## config.mk

```make
export PLATFORM = sky130hd
export DESIGN_NAME = enemy_hit_detect_flat
export DESIGN_NICKNAME = d
export VERILOG_FILES = /design/src/rtl/enemy_hit_detect_pkg.sv /design/src/rtl/enemy_hit_detect_if.sv /design/src/rtl/enemy_hit_popcount.sv /design/src/rtl/enemy_hit_detect.sv /design/src/flat_wrapper.sv
export SDC_FILE = /design/constraint.sdc
export NUM_CORES = 1
export LEC_CHECK = 0
export CAP_MARGIN = 30
export CORE_AREA = 2 2 96 98
export DETAILED_ROUTE_END_ITERATION = 12
export DIE_AREA = 0 0 98 100
export DONT_BUFFER_PORTS = 1
export PLACE_DENSITY = 0.51
export SLEW_MARGIN = 25
export SYNTH_ARGS = -nofsm -noshare
export SYNTH_HDL_FRONTEND = slang
export SYNTH_SLANG_ARGS = --single-unit
```

## constraint.sdc

```tcl
create_clock -name clk_vga -period 6.29 [get_ports clk_vga]
set_input_delay 1.258 -clock clk_vga [delete_from_list [all_inputs] [get_ports clk_vga]]
set_output_delay 1.258 -clock clk_vga [all_outputs]
set_load 0.005 [all_outputs]
```

## src/rtl/enemy_hit_detect_pkg.sv

```systemverilog
// Shared definitions for the enemy hit detector: FSM state encoding,
// default hold length and enemy hit points, and a width helper.
package enemy_hit_detect_pkg;

    typedef enum logic [1:0] {
        SCAN   = 2'd0,
        COMMIT = 2'd1,
        HOLD   = 2'd2,
        WAIT   = 2'd3
    } state_t;

    localparam int HOLD_CYCLES_DEF = 64;
    localparam int ENEMY_HP_DEF    = 3;

    // Bits needed to hold a count from 0 to n inclusive.
    function automatic int count_width(input int n);
        return $clog2(n + 1);
    endfunction

endpackage

```

## src/rtl/enemy_hit_detect_if.sv

```systemverilog
// Pixel-stream and result bundle between the spawner/bullet logic and the
// enemy hit detector. The detector uses the slave modport.
interface enemy_hit_detect_if
    import enemy_hit_detect_pkg::*;
#(
    parameter int MAX_ENEMY_NUM         = 10,
    parameter int MAX_ENEMY_NUM_BIT_LEN = 4,
    parameter int SCORE_BIT_LEN         = 16
);
    logic                             en_i;
    logic                             v_sync_i;
    logic                             enemy_vali_i;
    logic [MAX_ENEMY_NUM_BIT_LEN-1:0] curr_enemy_idx_i;
    logic                             bullet_vali_i;
    logic [MAX_ENEMY_NUM-1:0]         disappear_o;
    logic                             hit_pulse_o;
    logic [SCORE_BIT_LEN-1:0]         score_o;

    modport master (
        output en_i, v_sync_i, enemy_vali_i, curr_enemy_idx_i, bullet_vali_i,
        input  disappear_o, hit_pulse_o, score_o
    );

    modport slave (
        input  en_i, v_sync_i, enemy_vali_i, curr_enemy_idx_i, bullet_vali_i,
        output disappear_o, hit_pulse_o, score_o
    );
endinterface

```

## src/rtl/enemy_hit_popcount.sv

```systemverilog
// Combinational population count of the per-slot kill mask.
module enemy_hit_popcount
    import enemy_hit_detect_pkg::*;
#(
    parameter int WIDTH = 10,
    parameter int CNT_W = count_width(WIDTH)
) (
    input  logic [WIDTH-1:0] mask,
    output logic [CNT_W-1:0] count
);

    // Sum of the set bits in mask.
    always_comb begin
        count = '0;
        for (int i = 0; i < WIDTH; i++) begin
            count = count + CNT_W'(mask[i]);
        end
    end

endmodule

```

## src/rtl/enemy_hit_detect.sv

```systemverilog
// Pixel-level enemy/bullet collision detector. Hits are latched per enemy
// slot over a frame, committed at the start of vertical sync, and the kill
// mask is then held on disappear_o long enough for the run-clock spawner.
// Optional macro ENEMY_HP_EN: enemies need ENEMY_HP frames with hits to die.
module enemy_hit_detect
    import enemy_hit_detect_pkg::*;
#(
    parameter int MAX_ENEMY_NUM         = 10,
    parameter int MAX_ENEMY_NUM_BIT_LEN = 4,
    parameter int HOLD_CYCLES           = HOLD_CYCLES_DEF,
    parameter int SCORE_BIT_LEN         = 16
`ifdef ENEMY_HP_EN
    ,
    parameter int ENEMY_HP              = ENEMY_HP_DEF
`endif
) (
    input logic               clk_vga,
    input logic               rst,
    enemy_hit_detect_if.slave bus
);

    localparam int POP_W = count_width(MAX_ENEMY_NUM);
    localparam int CNT_W = $clog2(HOLD_CYCLES + 1);
    localparam int SUM_W = SCORE_BIT_LEN + POP_W;
    localparam logic [CNT_W-1:0] CNT_LAST = CNT_W'(HOLD_CYCLES - 1);

    state_t                           state;
    logic                             v_sync_q;
    logic                             sync_fall;
    logic [CNT_W-1:0]                 cnt;
    logic [MAX_ENEMY_NUM_BIT_LEN-1:0] idx;
    logic [MAX_ENEMY_NUM-1:0]         hit_set;
    logic [MAX_ENEMY_NUM-1:0]         hit_mask;
    logic [MAX_ENEMY_NUM-1:0]         kill_mask;
    logic [POP_W-1:0]                 kill_cnt;

    // Score plus new kills, clamped at the counter's all-ones value.
    function automatic logic [SCORE_BIT_LEN-1:0] sat_add(
        input logic [SCORE_BIT_LEN-1:0] a,
        input logic [POP_W-1:0]         b
    );
        logic [SUM_W-1:0] sum;
        logic [SUM_W-1:0] max_v;
        sum   = SUM_W'(a) + SUM_W'(b);
        max_v = SUM_W'({SCORE_BIT_LEN{1'b1}});
        return (sum > max_v) ? {SCORE_BIT_LEN{1'b1}} : sum[SCORE_BIT_LEN-1:0];
    endfunction

    assign idx       = bus.curr_enemy_idx_i;
    assign sync_fall = v_sync_q & ~bus.v_sync_i;

    // One-hot of the slot overlapped this cycle; out-of-range slots match nothing.
    always_comb begin
        hit_set = '0;
        for (int i = 0; i < MAX_ENEMY_NUM; i++) begin
            if (bus.en_i && bus.v_sync_i && bus.enemy_vali_i && bus.bullet_vali_i &&
                int'(idx) == i) begin
                hit_set[i] = 1'b1;
            end
        end
    end

    // Sticky per-frame hit mask; commit hands it off and restarts accumulation.
    always_ff @(posedge clk_vga) begin
        if (rst) begin
            hit_mask <= '0;
        end else if (state == COMMIT) begin
            hit_mask <= hit_set;
        end else begin
            hit_mask <= hit_mask | hit_set;
        end
    end

`ifdef ENEMY_HP_EN
    localparam int HP_W = $clog2(ENEMY_HP + 1);
    localparam logic [HP_W-1:0] HP_FULL = HP_W'(ENEMY_HP);

    logic [HP_W-1:0] hp [MAX_ENEMY_NUM];

    // A slot dies on the frame whose hit takes its last hit point.
    always_comb begin
        kill_mask = '0;
        for (int i = 0; i < MAX_ENEMY_NUM; i++) begin
            kill_mask[i] = hit_mask[i] && (hp[i] == HP_W'(1));
        end
    end

    // Hit points drop once per hit frame at commit and refill on a kill.
    always_ff @(posedge clk_vga) begin
        if (rst) begin
            for (int i = 0; i < MAX_ENEMY_NUM; i++) hp[i] <= HP_FULL;
        end else if (state == COMMIT) begin
            for (int i = 0; i < MAX_ENEMY_NUM; i++) begin
                if (hit_mask[i]) begin
                    hp[i] <= (hp[i] == HP_W'(1)) ? HP_FULL : hp[i] - HP_W'(1);
                end
            end
        end
    end
`else
    assign kill_mask = hit_mask;
`endif

    enemy_hit_popcount #(
        .WIDTH (MAX_ENEMY_NUM),
        .CNT_W (POP_W)
    ) u_popcount (
        .mask  (kill_mask),
        .count (kill_cnt)
    );

    // Commit FSM: one commit per sync falling edge, then a fixed-length hold.
    always_ff @(posedge clk_vga) begin
        if (rst) begin
            state           <= SCAN;
            v_sync_q        <= 1'b0;
            cnt             <= '0;
            bus.disappear_o <= '0;
            bus.hit_pulse_o <= 1'b0;
            bus.score_o     <= '0;
        end else begin
            v_sync_q        <= bus.v_sync_i;
            bus.hit_pulse_o <= 1'b0;
            case (state)
                SCAN: begin
                    if (sync_fall) state <= COMMIT;
                end
                COMMIT: begin
                    bus.disappear_o <= kill_mask;
                    bus.score_o     <= sat_add(bus.score_o, kill_cnt);
                    bus.hit_pulse_o <= |kill_mask;
                    cnt             <= '0;
                    state           <= HOLD;
                end
                HOLD: begin
                    if (cnt == CNT_LAST) begin
                        bus.disappear_o <= '0;
                        state           <= WAIT;
                    end else begin
                        cnt <= cnt + CNT_W'(1);
                    end
                end
                WAIT: begin
                    if (bus.v_sync_i) state <= SCAN;
                end
                default: state <= SCAN;
            endcase
        end
    end

endmodule

```

## src/flat_wrapper.sv

```systemverilog
// flat-port wrapper written by rule: the top's interface ports become plain ports
module enemy_hit_detect_flat import enemy_hit_detect_pkg::*;
#(
    parameter int MAX_ENEMY_NUM         = 10,
    parameter int MAX_ENEMY_NUM_BIT_LEN = 4,
    parameter int HOLD_CYCLES           = HOLD_CYCLES_DEF,
    parameter int SCORE_BIT_LEN         = 16

)
  (clk_vga, rst, bus_en_i, bus_v_sync_i, bus_enemy_vali_i, bus_curr_enemy_idx_i, bus_bullet_vali_i, bus_disappear_o, bus_hit_pulse_o, bus_score_o);
  enemy_hit_detect_if #(.MAX_ENEMY_NUM(MAX_ENEMY_NUM), .MAX_ENEMY_NUM_BIT_LEN(MAX_ENEMY_NUM_BIT_LEN), .SCORE_BIT_LEN(SCORE_BIT_LEN)) bus_i ();
  input logic clk_vga;
  input logic rst;
  input wire logic [$bits(bus_i.en_i)-1:0] bus_en_i;
  input wire logic [$bits(bus_i.v_sync_i)-1:0] bus_v_sync_i;
  input wire logic [$bits(bus_i.enemy_vali_i)-1:0] bus_enemy_vali_i;
  input wire logic [$bits(bus_i.curr_enemy_idx_i)-1:0] bus_curr_enemy_idx_i;
  input wire logic [$bits(bus_i.bullet_vali_i)-1:0] bus_bullet_vali_i;
  output wire logic [$bits(bus_i.disappear_o)-1:0] bus_disappear_o;
  output wire logic [$bits(bus_i.hit_pulse_o)-1:0] bus_hit_pulse_o;
  output wire logic [$bits(bus_i.score_o)-1:0] bus_score_o;
  assign bus_i.en_i = bus_en_i;
  assign bus_i.v_sync_i = bus_v_sync_i;
  assign bus_i.enemy_vali_i = bus_enemy_vali_i;
  assign bus_i.curr_enemy_idx_i = bus_curr_enemy_idx_i;
  assign bus_i.bullet_vali_i = bus_bullet_vali_i;
  assign bus_disappear_o = bus_i.disappear_o;
  assign bus_hit_pulse_o = bus_i.hit_pulse_o;
  assign bus_score_o = bus_i.score_o;
  enemy_hit_detect #(.MAX_ENEMY_NUM(MAX_ENEMY_NUM), .MAX_ENEMY_NUM_BIT_LEN(MAX_ENEMY_NUM_BIT_LEN), .HOLD_CYCLES(HOLD_CYCLES), .SCORE_BIT_LEN(SCORE_BIT_LEN)) u_core (.clk_vga(clk_vga), .rst(rst), .bus(bus_i));
endmodule
```

==> Word-level counts from Yosys, hierarchy flattened <==
Index checks and enable logic that the tools add are counted.
{ "totals": {"regBits": 47, "input_bits": 10} }
{ "op_classes": {"add_sub_neg": 11, "n_lt_le_gt_ge": 1, "eq_ne": 17, "muxes": 20, "bitwise": 4, "n_reduce_logical": 21} }
{ "ops": {"columns": ["cell", "n"], "rows": [
  ["$add 4x1->4", 6],
  ["$eq 4x4->1 const B", 6],
  ["$gt 20x16->1 const B", 1],
  ["$mux 10", 2],
  ["$pmux 10 s2", 1],
  ["$add 16x4->17", 1],
  ["$mux 16", 1],
  ["$pmux 7 s2", 1],
  ["$logic_and 1x1->1", 13],
  ["$mux 1", 10],
  ["$or 10x10->10", 1],
  ["$reduce_or 10->1", 1],
  ["$eq 4x3->1 const B", 2],
  ["$pmux 2 s4", 1],
  ["$add 7x1->7 const B", 1],
  ["$eq 7x6->1 const B", 1],
  ["$mux 7", 1],
  ["$mux 2", 3],
  ["$add 3x1->4", 1],
  ["$eq 2x2->1 const B", 2],
  ["$eq 4x2->1 const B", 1],
  ["$logic_not 4->1", 1],
  ["$ne 2x1->1 const B", 2],
  ["$ne 2x2->1 const B", 2],
  ["10 further kinds", 12]
]} }

==> Depth between registers and ports, before layout <==
Gate-level depths: netlist (run 1).
{ "logic_depth": {"ltp_word": 12, "ltp_mapped": 12, "ltp_nobuf": 12} }

==> By module <==
A second synthesis (run 1) with hierarchy kept.
{ "hier_totals": {"hier_cells": 263, "area_unflattened_um2": 2363.5} }
{ "modules_own_cells": {"columns": ["module", "n_inst", "cells_each", "area_each_um2", "seq_area_each_um2"], "rows": [
  ["enemy_hit_detect", 1, 237, 2117.0, 940.9],
  ["enemy_hit_popcount", 1, 26, 246.5, 0.0]
]} }

==> Least setup slack after synthesis (run 1) <==
OpenSTA, ideal clock, no wires.
{ "synth_path": {"kind": "register to register", "start": "register u_core.hit_mask[0]", "end": "register u_core.bus.score_o[8]", "arrival_ns": 3.382, "t_required_ns": 6.212, "slack_ns": 2.830, "path_stages_with_launch": 13, "path_buffers": 0, "cell_sequence": "dfxtp_1 -> fa_1 -> inv_1 -> fa_1 -> fa_1 -> fa_1 -> inv_1 -> fa_1 -> a21o_1 -> a21oi_1 -> nor2_1 -> and4bb_1 -> nor3_1"} }
{ "synth_between": {"elab_chain_len": 12} }
{ "synth_lines": {"columns": ["element", "line", "text"], "rows": [
  ["start, declared", "enemy_hit_detect.sv:33", "logic [MAX_ENEMY_NUM-1:0] hit_mask;"],
  ["start signal, assigned", "enemy_hit_detect.sv:68", "hit_mask <= hit_set;"],
  ["start signal, assigned", "enemy_hit_detect.sv:70", "hit_mask <= hit_mask | hit_set;"],
  ["$add 1x1->2 *", "enemy_hit_popcount.sv:16", "count = count + CNT_W'(mask[i]);"],
  ["$add 2x1->3 *", "enemy_hit_popcount.sv:16", null],
  ["$add 3x1->4 *", "enemy_hit_popcount.sv:16", null],
  ["$add 4x1->4 * (6 in a row)", "enemy_hit_popcount.sv:16", null],
  ["$add 16x4->17 *", "enemy_hit_detect.sv:44", "sum = SUM_W'(a) + SUM_W'(b);"],
  ["$gt 20x16->1", "enemy_hit_detect.sv:46", "return (sum > max_v) ? {SCORE_BIT_LEN{1'b1}} : sum[SCORE_BIT_LEN-1:0];"],
  ["$mux 16 *", "enemy_hit_detect.sv:46", null],
  ["end signal, assigned", "enemy_hit_detect.sv:130", "bus.score_o <= sat_add(bus.score_o, kill_cnt);"],
  ["end, declared", "enemy_hit_detect_if.sv:26", "output disappear_o, hit_pulse_o, score_o"]
]} }
Every way passes the cells marked *; elsewhere a longest branch is shown, timed or not.
A chain may end at the register's enable or synchronous reset.

==> Worst setup path after layout (run 1) <==
Ends and elaborated chain as after synthesis.

==> impl.org, run 1 <==
** Die
- The initial utilization of the core area, before any placement, comes to 0.2615.
- Die Ht :: around 100 um
- Std cell rows :: 35
- Die X-Extent :: 98 um
- Placeable core area :: 8890 um^2
- Full die area :: 9800 um^2
- Boundary pin count :: 37

** Synthesis
- Sequential fraction of the synthesis area :: 0.4047
- Counting flops with an async set or reset pin after synthesis yields a share of 0.
- Post-synthesis cell count :: approximately 250
- Average size of a mapped cell :: between 9 and 10 um^2
- Most area-hungry cell type in the Yosys netlist :: dfxtp_1
- Cell area after technology mapping :: 2325 um^2
- The most common cell in the synthesized netlist is dfxtp_1.
- Yosys printed 0 warnings.
- For this run, the leading register cell type out of synthesis is dfxtp_1.
- Counting instances in the post-synthesis netlist gives the leading cell types as dfxtp_1 (47), nor2_1 (44), inv_1 (23).
- After synthesis the netlist holds a flip-flop and latch count of 47.
- The number of nets handed over by synthesis was 283.
- Area contributors post-synth :: dfxtp_1 (40%), nor2_1 (7.1%), ha_1 (6.5%), fa_1 (6.0%), a22oi_1 (5.5%)
- In this run, synthesis inferred 0 flip-flops with an integrated enable.
- Cell variety after synth :: 41
- Yosys top cell area share :: 0.4047

** Clock tree
- Clock network latency to the later pin of the worst-skew pair :: ~0.30 ns
- CTS Buffer Depth :: 2
- CTS clk-pin slew, worst paths :: 0.09 ns
- After clock tree synthesis, the repair step resized 0 gates.
- Clock Sinks :: 47
- Counting the buffers created by CTS gives 5.
- Depth of the CTS H-tree :: 2
- TritonCTS built the clock tree.
- Root buf cell :: clkbuf_8
- Number of buffers inserted by hold repair at cts :: 0
- Once the clock tree was built, the setup fixing pass inserted 0 buffers.

** Layout
- For this run, the post-layout net count is 281.
- For this run, the share of the core covered by cells in the final layout is 0.2842.
- Once layout is complete, the cells apart from fillers number 364.
- Of the cells placed in the final design, the portion with a size suffix greater than 1 is 0.05138.
- 0 antenna diodes ended up in the layout.
- Area grow syn2layout :: 8.665%
- Fill cells in the final layout number about 960.
- After routing the design area is 2526 um^2.

** Timing
- Peak Freq :: 269.2 MHz
- Max Slew Vio Count :: 0
- Setup violations remaining at the end of the flow were counted as 0.
- The number of hold violations in the final report came to 0.
- Sum of negative setup slack :: 0 ns
- Setup repair after global routing missed its margin :: no
- The smallest clock period supported by the final layout is computed as 3.715 ns.
- On the final layout, the worst clock skew is 0.007393 ns.
- Worst slew margin relative to its limit :: 0.4568
- Transition time of the tightest slew-check pin :: 0.8148 ns
- Share of the clock period used by the worst path after layout :: 0.5906
- Setup slack closes at around 2.6 ns.

** Power
- Summed over all cells, the static leakage comes to 0.9531 nW.
- Total power divided by cell area :: 274.8 nW/um^2
- IR analysis of the VDD net gives a maximum drop of between 0.1 and 0.15 mV.

** Hold path
- In this run the most critical hold path is launched from u_core.cnt[6].
- Worst hold path cell count :: 2
- In this run the worst hold path is classified as flip-flop to flip-flop.
- Endpoint, Worst Hold :: u_core.cnt[6]

** Setup path
- Crit-path max FO :: 8
- R2R depth :: 12
- Worst endpoint required time :: 6.52 ns
- Reg-to-reg slack, setup :: 2.58 ns
- Startpoint types :: flip-flop
- Destination of the worst register-to-register timing path :: u_core.bus.score_o[8]
- Setup crit end kind :: flip-flop
- The critical path is of the flip-flop to flip-flop type.
- R2R Path Start :: u_core.hit_mask[0]
- Worst endpoint data arrival time :: 3.94 ns

** Place
- Final weighted congestion of routability-driven global placement :: 0.7567
- Including well taps, the total number of placed cells is 356.
- Before CTS, the worst setup slack after placement is 2.629 ns.
- The wire-length estimate of the detail-placed layout is 3580 um.
- Summing all placed instances gives a cell area of around 2400 um^2.
- During placement, the flow inserted port buffers numbering 0.

** Global routing
- Tot GR Track Use :: 0.1033
- GR Layer Usage met2 :: 0.1544
- Entering global routing, the biggest net connects 47 pins.
- For met3 alone, demand over resource in global routing was 0.04457.
- Initial antenna violation count :: 0
- Global Route met1 Usage :: 0.1379
- Global-route wire length before repair :: just over 8000 um
- Most Crowded Layer GR :: met2
- Leftover overflow at the end of global routing :: 0
- Via count of the first global-routing pass :: 1637

** Drt
- Number of nets with antenna violations after detailed routing :: 0
- In the routed design, unresolved DRC markers number 0.
- Vias :: 1788
- Detailed Route WL :: 5044 um
- DRT iter0 DRCs :: 73
- WL per Instance :: 13.86 um
- Post-detailed-route via-to-cell ratio :: ~4.9
- DR pass1 iterations :: 4

** Flow run
- Max-cap viol count :: 0

** Status
- Outcome :: complete, no violations
## through the flow
stage	hold slack (ns)	power (mW)
2_1_floorplan	0.4069	0.4713
3_3_place_gp	0.4152	0.5034
3_5_place_dp	0.4255	0.5064
4_1_cts	0.4423	0.7056
5_1_grt	0.4615	0.7406
6_report	0.4423	0.6942
## cells by family (layout without fill, tap and decap cells)
| group | after synthesis | after routing | synth area share |
|---|---|---|---|
| AO/OA/AOI/OAI | 57 | 57 | 0.1744 |
| XOR/XNOR | 8 | 8 | 0.03014 |
| adder cells (fa/ha/maj) | 19 | 19 | 0.1249 |
| buffers and inverters | 32 | 31 | 0.05382 |
| flip-flops | 47 | 47 | 0.4047 |
| multiplexers | 2 | 2 | 0.008612 |
| AND/OR/NAND/NOR | 89 | 89 | 0.2035 |
## placed cells by master (no fill, tap or decap), drive strengths merged, types with 2 or more instances in the layout
cell type / Yosys / final
a211oi: 3 / 3
a21o: 4 / 4
a21oi: 14 / 14
a22oi: 17 / 17
a311oi: 7 / 7
a31oi: 2 / 2
a32oi: 4 / 4
and4: 2 / 2
and4b: 3 / 3
clkbuf: 7 / 6
dfxtp: 47 / 47
fa: 7 / 7
ha: 12 / 12
inv: 23 / 23
mux2i: 2 / 2
nand2: 8 / 8
nand3: 4 / 4
nand4: 5 / 5
nor2: 44 / 44
nor3: 12 / 12
nor3b: 3 / 3
nor4b: 2 / 2
o21ai: 2 / 2
xnor2: 6 / 6
xor2: 2 / 2
## layer usage
metal | share of wire | wire [um]
met4 | 0.0069 | 35
met3 | 0.087 | 437
met2 | 0.42 | 2135
met5 | 0 | 0
met1 | 0.48 | 2436
## sequential cells by signal (all words and copies together), names as in the netlist
name and cells:
u_core.cnt 7, u_core.bus.score_o 16, u_core.bus.disappear_o 10, u_core.v_sync_q 1, u_core.state 2, u_core.bus.hit_pulse_o 1, u_core.hit_mask 10
## where the power goes
| part | internal [mW] | switching, mW |
|---|---|---|
| Combinational | 0.0534 | 0.111 |
| Clock | 0.0899 | 0.107 |
| Sequential | 0.316 | 0.0175 |
| Total | 0.459 | 0.235 |
## worst max-delay path by stage
| stage | cells after the start | startpoint | slack [ns] | endpoint |
|---|---|---|---|---|
| 2_1_floorplan | 12 | u_core.hit_mask[0] | 2.83 | u_core.bus.score_o[8] |
| 3_3_place_gp | 12 | u_core.hit_mask[0] | 2.67 | u_core.bus.score_o[8] |
| 3_5_place_dp | 12 | u_core.hit_mask[0] | 2.63 | u_core.bus.score_o[8] |
| 4_1_cts | 12 | u_core.hit_mask[0] | 2.57 | u_core.bus.score_o[8] |
| 5_1_grt | 12 | u_core.hit_mask[0] | 2.28 | u_core.bus.score_o[8] |
| 6_report | 12 | u_core.hit_mask[0] | 2.58 | u_core.bus.score_o[8] |
## final cells by class
cell class,count,area (um^2),area share
Sequential cell,47,940.9,0.3725
Clock buffer,6,82.58,0.03269
Tap cell,111,138.9,0.05498
Multi-Input combinational cell,175,1261,0.4993
Clock inverter,2,16.27,0.006439
Inverter,23,86.33,0.03418
## critical path, cell delays in order, from the launching register on
cell      delay, ns
dfxtp_1        0.36
fa_1           0.54
inv_1          0.05
fa_1           0.46
fa_1           0.51
fa_1           0.19
inv_1          0.07
fa_1           0.41
a21o_1         0.21
a21oi_1        0.29
nor2_1         0.19
and4bb_1       0.23
nor3_1         0.15
No activity file was read; power rests on OpenSTA's default activity.
==> run 2: changes to the inputs <==
Settings changed: PLACE_DENSITY 0.51 to 0.52.
Clock period 6.29 ns to 3.37 ns, I/O delays scaled along.
==> run 2 against run 1 <==
Compared with the run above:
- the run now ends with setup timing left
- final area up 7.0%
- clock-buffer cell count down 1
- combinational power up 110%
- sequential power up 86%
- utilization grew 2.0 points
- setup slack got worse by 2.7 ns
- worst hold slack worse by 0.014 ns
- clock skew is 0.0015 ns higher
- clock power grew 89%
- final cell count rose by 4.1%
- critical path depth is the same
- critical endpoint unchanged
==> impl.org, run 2 (synthesis gave the netlist of run 1 again) <==
** Timing
- Max Clock Skew :: approximately 0.0089 ns
- Headroom to the max-slew limit came out at 0.4613.
- Static timing analysis puts the maximum clock frequency at 288.1 MHz.
- Total count of hold-check failures in the final report :: 0
- At the pin with the least slew margin, the transition time is 0.8081 ns.
- Setup repair after global routing missed its margin :: yes
- For the finished layout, the period the worst path requires is around 3.5 ns.
- Final WS setup :: -0.1016 ns
- Dividing the final minimum period by the clock period gives 1.030.
- The tightest hold path in the finished design has a slack of about 0.43 ns.
- The final max-slew violation count is 0.
- Setup violations remaining at the end of the flow were counted as 12.

** Setup path
- R2R Path Start :: u_core.hit_mask[3]
- Reg-to-reg slack, setup :: -0.10 ns
- The critical path goes through fa_1 > inv_2 > fa_1 > fa_1 > fa_2 > inv_2 > fa_2 > a21o_1 > a21oi_4 > nor2_4 > and4bb_1 > nor3_2.
- Worst endpoint data arrival time :: 3.70 ns
- Crit path max-delay cell type :: fa_1
- Startpoint types :: flip-flop
- In this run the worst path has a maximum fanout of 8.
- STA classifies the critical path endpoint as a flip-flop.
- On the worst path, the slowest cell contributes a delay of approximately 0.55 ns.
- Kind of critical path :: flip-flop to flip-flop
- STA puts the critical path data required time at approximately 3.6 ns.
- Destination of the worst register-to-register timing path :: u_core.bus.score_o[8]
- R2R depth :: 12
- Most frequent cell on the critical path :: fa_1

** Status
- Outcome :: complete, but fails checks
- The final reports fail on setup timing.

** Layout
- In the final design database the tool counted 296 nets.
- Summing all flip-flop and latch instances after layout gives 943.4 um^2.
- Commonest non-fill, non-tap cells in the layout :: dfxtp_1 (45), nor2_1 (43), inv_1 (21)
- Area taken by multi-input logic gates :: 1325 um^2
- Most frequent standard cell in the layout excluding fill and tap cells :: dfxtp_1
- Of the cells placed in the final design, the portion with a size suffix greater than 1 is 0.1567.
- The number of antenna diodes in the final layout is 0.
- Compared with the post-synthesis result, the final layout area differs by 16.25%.
- Ranked by flip-flop count, first place goes to u_core.bus.score_o.
- The largest registers in the layout are u_core.bus.score_o x16, u_core.bus.disappear_o x10, u_core.hit_mask x10.
- After filler insertion, the fill cell instance count of the layout stands at 941.
- Max FFs per register :: 16

** Global routing
- Via count of the first global-routing pass :: 1820
- Initial antenna violation count :: 0
- Global-route wire length before repair :: 8776 um
- For this run, the total global-route usage over all layers was measured as 0.1106.
- Pin count of the biggest net entering global routing :: 47
- After global routing the overflow that remains totals 0.

** Clock tree
- Inserted Clock Buffers :: 5
- Depth of the CTS H-tree :: 2
- Clock network latency to the later pin of the worst-skew pair :: 0.31 ns
- Clock Sinks :: 47
- The longest clock path from root to sink contains 2 buffers.
- TritonCTS built the clock tree.
- Number of buffers inserted by hold repair at cts :: 0
- Root buf cell :: clkbuf_8
- After clock tree synthesis, the clock-pin slew on the worst setup and hold paths is 0.10 ns.

** Place
- The count of buffers added on input and output ports is 0.
- Final weighted congestion of routability-driven global placement :: 0.7483
- Placement Setup Slack :: -0.1898 ns
- Dpl hpwl :: roughly 3800 um

** Die
- For this configuration, the core starts out at a cell density of 0.2615.
- The floorplan step defined a die boundary enclosing slightly below 10000 um^2.
- The die is 98 um wide.
- Boundary pin count :: 37
- Placeable core area :: 8890 um^2
- The floorplan has 35 rows.
- Die Ht :: 100 um

** Hold path
- The tightest min-delay check is of the primary input to flip-flop type.
- Counting instances, the worst hold path has a depth of 1.
- The worst hold path begins at rst.
- Endpoint, Worst Hold :: u_core.bus.score_o[1]

** Drt
- The routed layout has 1844 vias.
- Post-detailed-route DRC marker count :: 0
- After detailed routing, the number of vias per cell comes to just under 5.
- Number of nets with antenna violations after detailed routing :: 0
- The first routing iteration left 40 violations.
- WL per Instance :: ~14 um
- DR pass1 iterations :: 4
- The routed design has 5378 um of wire.

** Power
- The worst-case IR drop observed on VDD is 0.1747 mV.
- Total power divided by cell area :: 495.9 nW/um^2
- Summed over all cells, the static leakage comes to 1.059 nW.

** Flow run
- Max-cap viol count :: 0
## run 2: stage by stage
step           area, um^2  setup TNS (ns)  total power [mW]  cells  utilization
6_report             2703         -0.3423             1.340    379       0.3040
5_1_grt              2703          -2.524             1.424    379       0.3040
4_1_cts              2674         -0.3440             1.357    378       0.3008
3_5_place_dp         2521          -1.157            0.9695    368       0.2836
3_3_place_gp         2521         -0.8424            0.9643    368       0.2836
2_1_floorplan        2331               0            0.8806    254            -
## run 2: how the worst max path moves through the flow
stage / start / endpoint / slack [ns] / cells after the start
final: u_core.hit_mask[3] / u_core.bus.score_o[8] / -0.10 / 12
after global routing: u_core.hit_mask[3] / u_core.bus.score_o[10] / -0.23 / 12
after CTS: u_core.hit_mask[0] / u_core.bus.score_o[8] / -0.09 / 12
after detailed placement: u_core.hit_mask[0] / u_core.bus.score_o[12] / -0.19 / 13
after global placement: u_core.hit_mask[0] / u_core.bus.score_o[10] / -0.13 / 12
after floorplan: u_core.hit_mask[0] / u_core.bus.score_o[8] / 0.01 / 12
## run 2: what timing repair did
action                                  in CTS  in global routing
cloned                                       0                  0
gates resized for setup                     10                  6
pin swaps                                   13                  5
setup buffers                                2                  1
endpoints found under the setup margin      15                 15
## run 2: layout make-up
class,instances,share of cell area
multi-input cells,175,0.4903
flip-flops and latches,47,0.3491
well taps,111,0.05139
repair buffers,15,0.04167
inverters,23,0.03194
clock buffers,5,0.02546
clock inverters,3,0.01019
## run 2: critical path, delay by kind of cell, from the launching register on
| kind | cells | cell delay [ns] |
|---|---|---|
| DFF | 1 | 0.34 |
| and+or+nand+nor | 3 | 0.47 |
| buffers and inverters | 2 | 0.08 |
| adders and majority gates | 5 | 2.08 |
| AOI/OAI and AO/OA | 2 | 0.42 |
## run 2: report_power, final
part	leakage, nW	internal [mW]	total (mW)	switching, mW
Sequential	0.381	0.590	0.621	0.0319
Combinational	0.631	0.127	0.345	0.218
Clock	0.0467	0.154	0.373	0.219
Total	1.06	0.871	1.34	0.469
## run 2: layer usage
layer,vias up,part of all wire,global-route usage
li1,929,-,-
met1,865,0.48,0.1399
met2,48,0.44,0.1749
met3,2,0.073,0.04178
met4,0,0.0061,0.03632
met5,-,0,0
==> RTL edit 1: new RTL, settings of run 2 <==
The option `ENEMY_HP_EN` is turned on by a define.
--- a/src/rtl/enemy_hit_detect.sv
+++ b/src/rtl/enemy_hit_detect.sv
@@ -4,2 +4,4 @@
 // Optional macro ENEMY_HP_EN: enemies need ENEMY_HP frames with hits to die.
+`define ENEMY_HP_EN
+
 module enemy_hit_detect
Function: changed (a bounded check fails within 4 cycles, from zero or initial values and one cycle with rst high).
==> RTL edit 1 against run 2 <==
  * The flow still finishes with violations (negative setup slack)
  * Design area rose by 50%
  * Wire length grew 42%
  * Sequential cell count rose by 20
  * First-iteration DRC count grew 120%
  * Synthesized area grew 47%
  * Non-clock buffer count increased by 18
  * Global-route usage is 5.5 points higher
  * Sequential share of layout area up 3.2 points
  * Maximum frequency fell by 8.4%
  * Power rose by 46%
  * Core utilization grew 15 points
  * Setup slack got worse by 0.32 ns
  * Sequential power up 44%
  * Clock skew grew 0.0044 ns
  * Critical endpoint is now u_core.bus.score_o[13]$_SDFFE_PP0P_
==> RTL edit 1: results (changes against run 2) <==
* Sequential fraction of the synthesis area at 44.96% (+4.5 points)
* CTS H-tree depth at 3 (+1)
* Met2 wire len at 3457 um (+45%)
* Clock transition at path regs at 0.07 ns (-0.03 ns)
* Yosys cell types at 48 (+17%)
* Post-Syn Nets at 388 (+37%)
* Drt wl/cell at 15.37 um (+8.3%)
* 1st-iter DRT viols at 88 (+120%)
* Cts repair resizes at 2 (-8)
* Layout Skew at 0.01329 ns (+0.004376 ns)
* R2R Path Start: u_core.hp[0][10]$_SDFFCE_PP1P_
* Cell count after synthesis at 349 (+37%)
* Peak VDD IR at 0.1857 mV (+6.3%)
* Post-synth EDFFs at 20 (+20)
* Slew margin rel. at 44.43% (-1.7 points)
* Post-CTS Setup Bufs at 5 (+3)
* Total GRT Usage at 16.51% (+5.5 points)
* Final std cells w/o fill at 496 (+31%)
* Final-report setup violation count at 16 (+4)
* Ranking of synthesized cells by area: dfxtp_1, edfxtp_1, ha_1, nor2_1, fa_1
* Reg-to-reg slack, setup at -0.42 ns (-0.32 ns)
* FF-to-FF path depth at 15 (+3)
* Clock buffer count from CTS at 9 (+4)
* Total placed instance area at 3734 um2 (+48%)
* Wl on met1 at 3662 um (+43%)
* Clock latency on the worst-skew pair at 0.35 ns (+0.04 ns)
* NumNets Final at 419 (+42%)
* Data arrival, critical path at 4.03 ns (+0.33 ns)
* First-pass GRT wire length at 12710 um (+45%)
* Failing checks: negative setup slack
* Vias in the first global route at 2540 (+40%)
* Hold_ws at 0.3875 ns (-0.04108 ns)
* Met3 WL at 370 um (-6.1%)
* Vias post-DR at 2573 (+40%)
* GP Congestion at 0.7666 (+2.4%)
* Regs by FF count: u_core.hp: 20 flops, u_core.bus.score_o: 16 flops
* Final Worst Setup Slack at -0.4212 ns (-0.3196 ns)
* End of the worst hold path: u_core.bus.score_o[2]$_SDFFE_PP0P_
* CP endpoint: u_core.bus.score_o[13]$_SDFFE_PP0P_
* Layout cell share with drive strength beyond 1 at 21.04% (+5.4 points)
* Status: finished with violations
* DPL Wire Length at 5257 um (+39%)
-- RTL edit 1: cells by family (layout without fill, tap and decap cells) --
kind of cell             Yosys count  after routing  share of synthesized area, %
multiplexers                       3              3                        0.8759
XOR/XNOR                          12             12                         3.066
adder cells (fa/ha/maj)           29             29                         12.12
buffers and inverters             39             75                         4.343
AND/OR/NAND/NOR                  129            129                         19.82
AO/OA/AOI/OAI                     70             70                         14.82
flip-flops                        67             67                         44.96
-- RTL edit 1: power by group --
group | switching [mW] | leakage (nW) | internal [mW]
Combinational | 0.256 | 0.984 | 0.120
Sequential | 0.0343 | 0.515 | 0.861
Clock | 0.317 | 0.0969 | 0.362
Total | 0.607 | 1.60 | 1.34
-- RTL edit 1: layout make-up --
cell class	count	area [um2]	share of cell area, %
clock buffers	12	145.1	3.589
flip-flops and latches	67	1541	38.12
repair buffers	33	251.5	6.219
inverters	26	97.59	2.413
clock inverters	4	48.80	1.207
multi-input cells	243	1821	45.02
well taps	111	138.9	3.434
==> RTL edit 2: new RTL, config.mk and constraints of run 2 <==
Made on the original files. Encoding of `state_t`: now Gray code (2 bits for 4 states).
--- a/src/rtl/enemy_hit_detect_pkg.sv
+++ b/src/rtl/enemy_hit_detect_pkg.sv
@@ -5,6 +5,6 @@
     typedef enum logic [1:0] {
-        SCAN   = 2'd0,
-        COMMIT = 2'd1,
-        HOLD   = 2'd2,
-        WAIT   = 2'd3
+        SCAN   = 2'b00,
+        COMMIT = 2'b01,
+        HOLD   = 2'b11,
+        WAIT   = 2'b10
     } state_t;
Behaviour: no difference found for any inputs over 10 cycles, from zero or initial values and one cycle with rst high; not proved beyond that.
==> RTL edit 2 against run 2 <==
  * The flow still finishes with violations (negative setup slack)
  * Setup slack improved by 0.021 ns
  * Count of clock-buffer cells in the layout unchanged
  * Die area is the same
  * Design area shrank 0.74%
  * Wire length fell by 4.6%
  * Synthesized area is 0.32% higher
  * Non-clock buffer count decreased by 3
  * First-iteration DRC count increased to 3.0 times the old value
  * Sequential cell count unchanged
Power is not compared: it rests on default switching activity, and its combinational part moved more than twofold at a synthesized area within 25%.
==> RTL edit 2: results (changes against run 2) <==
* Setup tns final at -0.3816 ns (-0.03932 ns)
* Final std cells w/o fill at 357 (-5.8%)
* Failing checks: negative setup slack
* Layout Skew at 0.006862 ns (-0.002051 ns)
* Compound-Gate Fraction of Synth Area at 21.30% (+3.9 points)
* Vias in the first global route at 1674 (-8.0%)
* Cell count after synthesis at 234 (-7.9%)
* Post-DR vias/cell at 4.843 (-0.46%)
* Worst slack, placed at -0.07413 ns (+0.1157 ns)
* First-pass GRT wire length at 8293 um (-5.5%)
* Yosys cell types at 60 (+46%)
* Sequential fraction of the synthesis area at 40.34% (-0.13 points)
* Data arrival, critical path at 3.65 ns (-0.05 ns)
* Post-Syn Nets at 258 (-8.8%)
* GP Congestion at 0.7364 (-1.6%)
* Largest net degree at the start of global routing at 31 (-34%)
* DPL Wire Length at 3673 um (-2.6%)
* Final Worst Setup Slack at -0.08016 ns (+0.02142 ns)
* Hold_ws at 0.4303 ns (+0.001706 ns)
* FF-to-FF path depth at 14 (+2)
* Total placed instance area at 2511 um2 (-0.40%)
* Layout cell share with drive strength beyond 1 at 21.54% (+5.9 points)
* CP endpoint: u_core.bus.score_o[15]$_SDFFE_PP0P_
* Post-CTS Setup Bufs at 0 (-2)
* Worst reg2reg endpoint: u_core.bus.score_o[15]$_SDFFE_PP0P_
* Slew margin rel. at 52.66% (+6.5 points)
* Clock latency on the worst-skew pair at 0.30 ns
* Final-report setup violation count at 7 (-5)
* Adder-Cell Fraction of Synth Area at 9.764% (-2.7 points)
* Crit path max fanout at 10 (+2)
* Routed wire length at 5132 um (-4.6%)
* Total GRT Usage at 10.42% (-0.64 points)
* NumNets Final at 269 (-9.1%)
* R2R Path Start: u_core.hit_mask[0]$_SDFF_PP0_
* First-pass DRT Iterations at 4 (unchanged)
* 1st-iter DRT viols at 121 (+200%)
* Post-synthesis mux area share at 0.4292% (-0.43 points)
* Commonest cells post-synth: dfxtp_1, nor2_1, inv_1
* Number of synthesis warnings at 0 (unchanged)
* HP Start: rst
* Root Driver: clkbuf_8
* Placed Cells incl. Taps at 346 (-6.0%)
* End of the worst hold path: u_core.bus.score_o[5]$_SDFFE_PP0P_
* Post-synthesis share of cell area spent on xor and xnor gates at 3.004% (-0.0097 points)
* Ranking of synthesized cells by area: dfxtp_1, a22o_1, fa_1, ha_1, a21oi_1
* Min-delay worst type: primary input to register
* Status: finished with violations
* Sequential Power Share at 53.2%
* Cts repair resizes at 0 (-10)
==> RTL edit 2: cell types whose count changed in the layout (fill, tap and decap cells not counted), moves of 4 or more <==
cell	run 2	this run
a32o_1	0	4
nor2_1	43	20
ha_1	12	7
nand2_1	8	4
inv_1	21	15
a32oi_1	4	0
a22o_1	0	16
nand2_2	0	4
buf_4	15	11
a22oi_1	17	0
==> RTL edit 2: routing by layer <==
metal / vias to the layer above / global-route usage [%] / part of all wire, % / routed length, um
li1: 873 / - / - / -
met1: 823 / 13.02 / 45 / 2332
met2: 28 / 17.12 / 47 / 2424
met3: 5 / 3.273 / 6.2 / 317
met4: 0 / 3.526 / 1.1 / 57
met5: - / 0 / 0 / 0
==> RTL edit 2: area by class of cell <==
class                           instances  area, um2
Clock buffer                            5      68.82
Inverter                               17      63.81
Tap cell                              111      138.9
Timing Repair Buffer                   12      102.6
Sequential cell                        47      942.2
Multi-Input combinational cell        162       1320
Clock inverter                          3      46.29
Fill cell                             947       6207
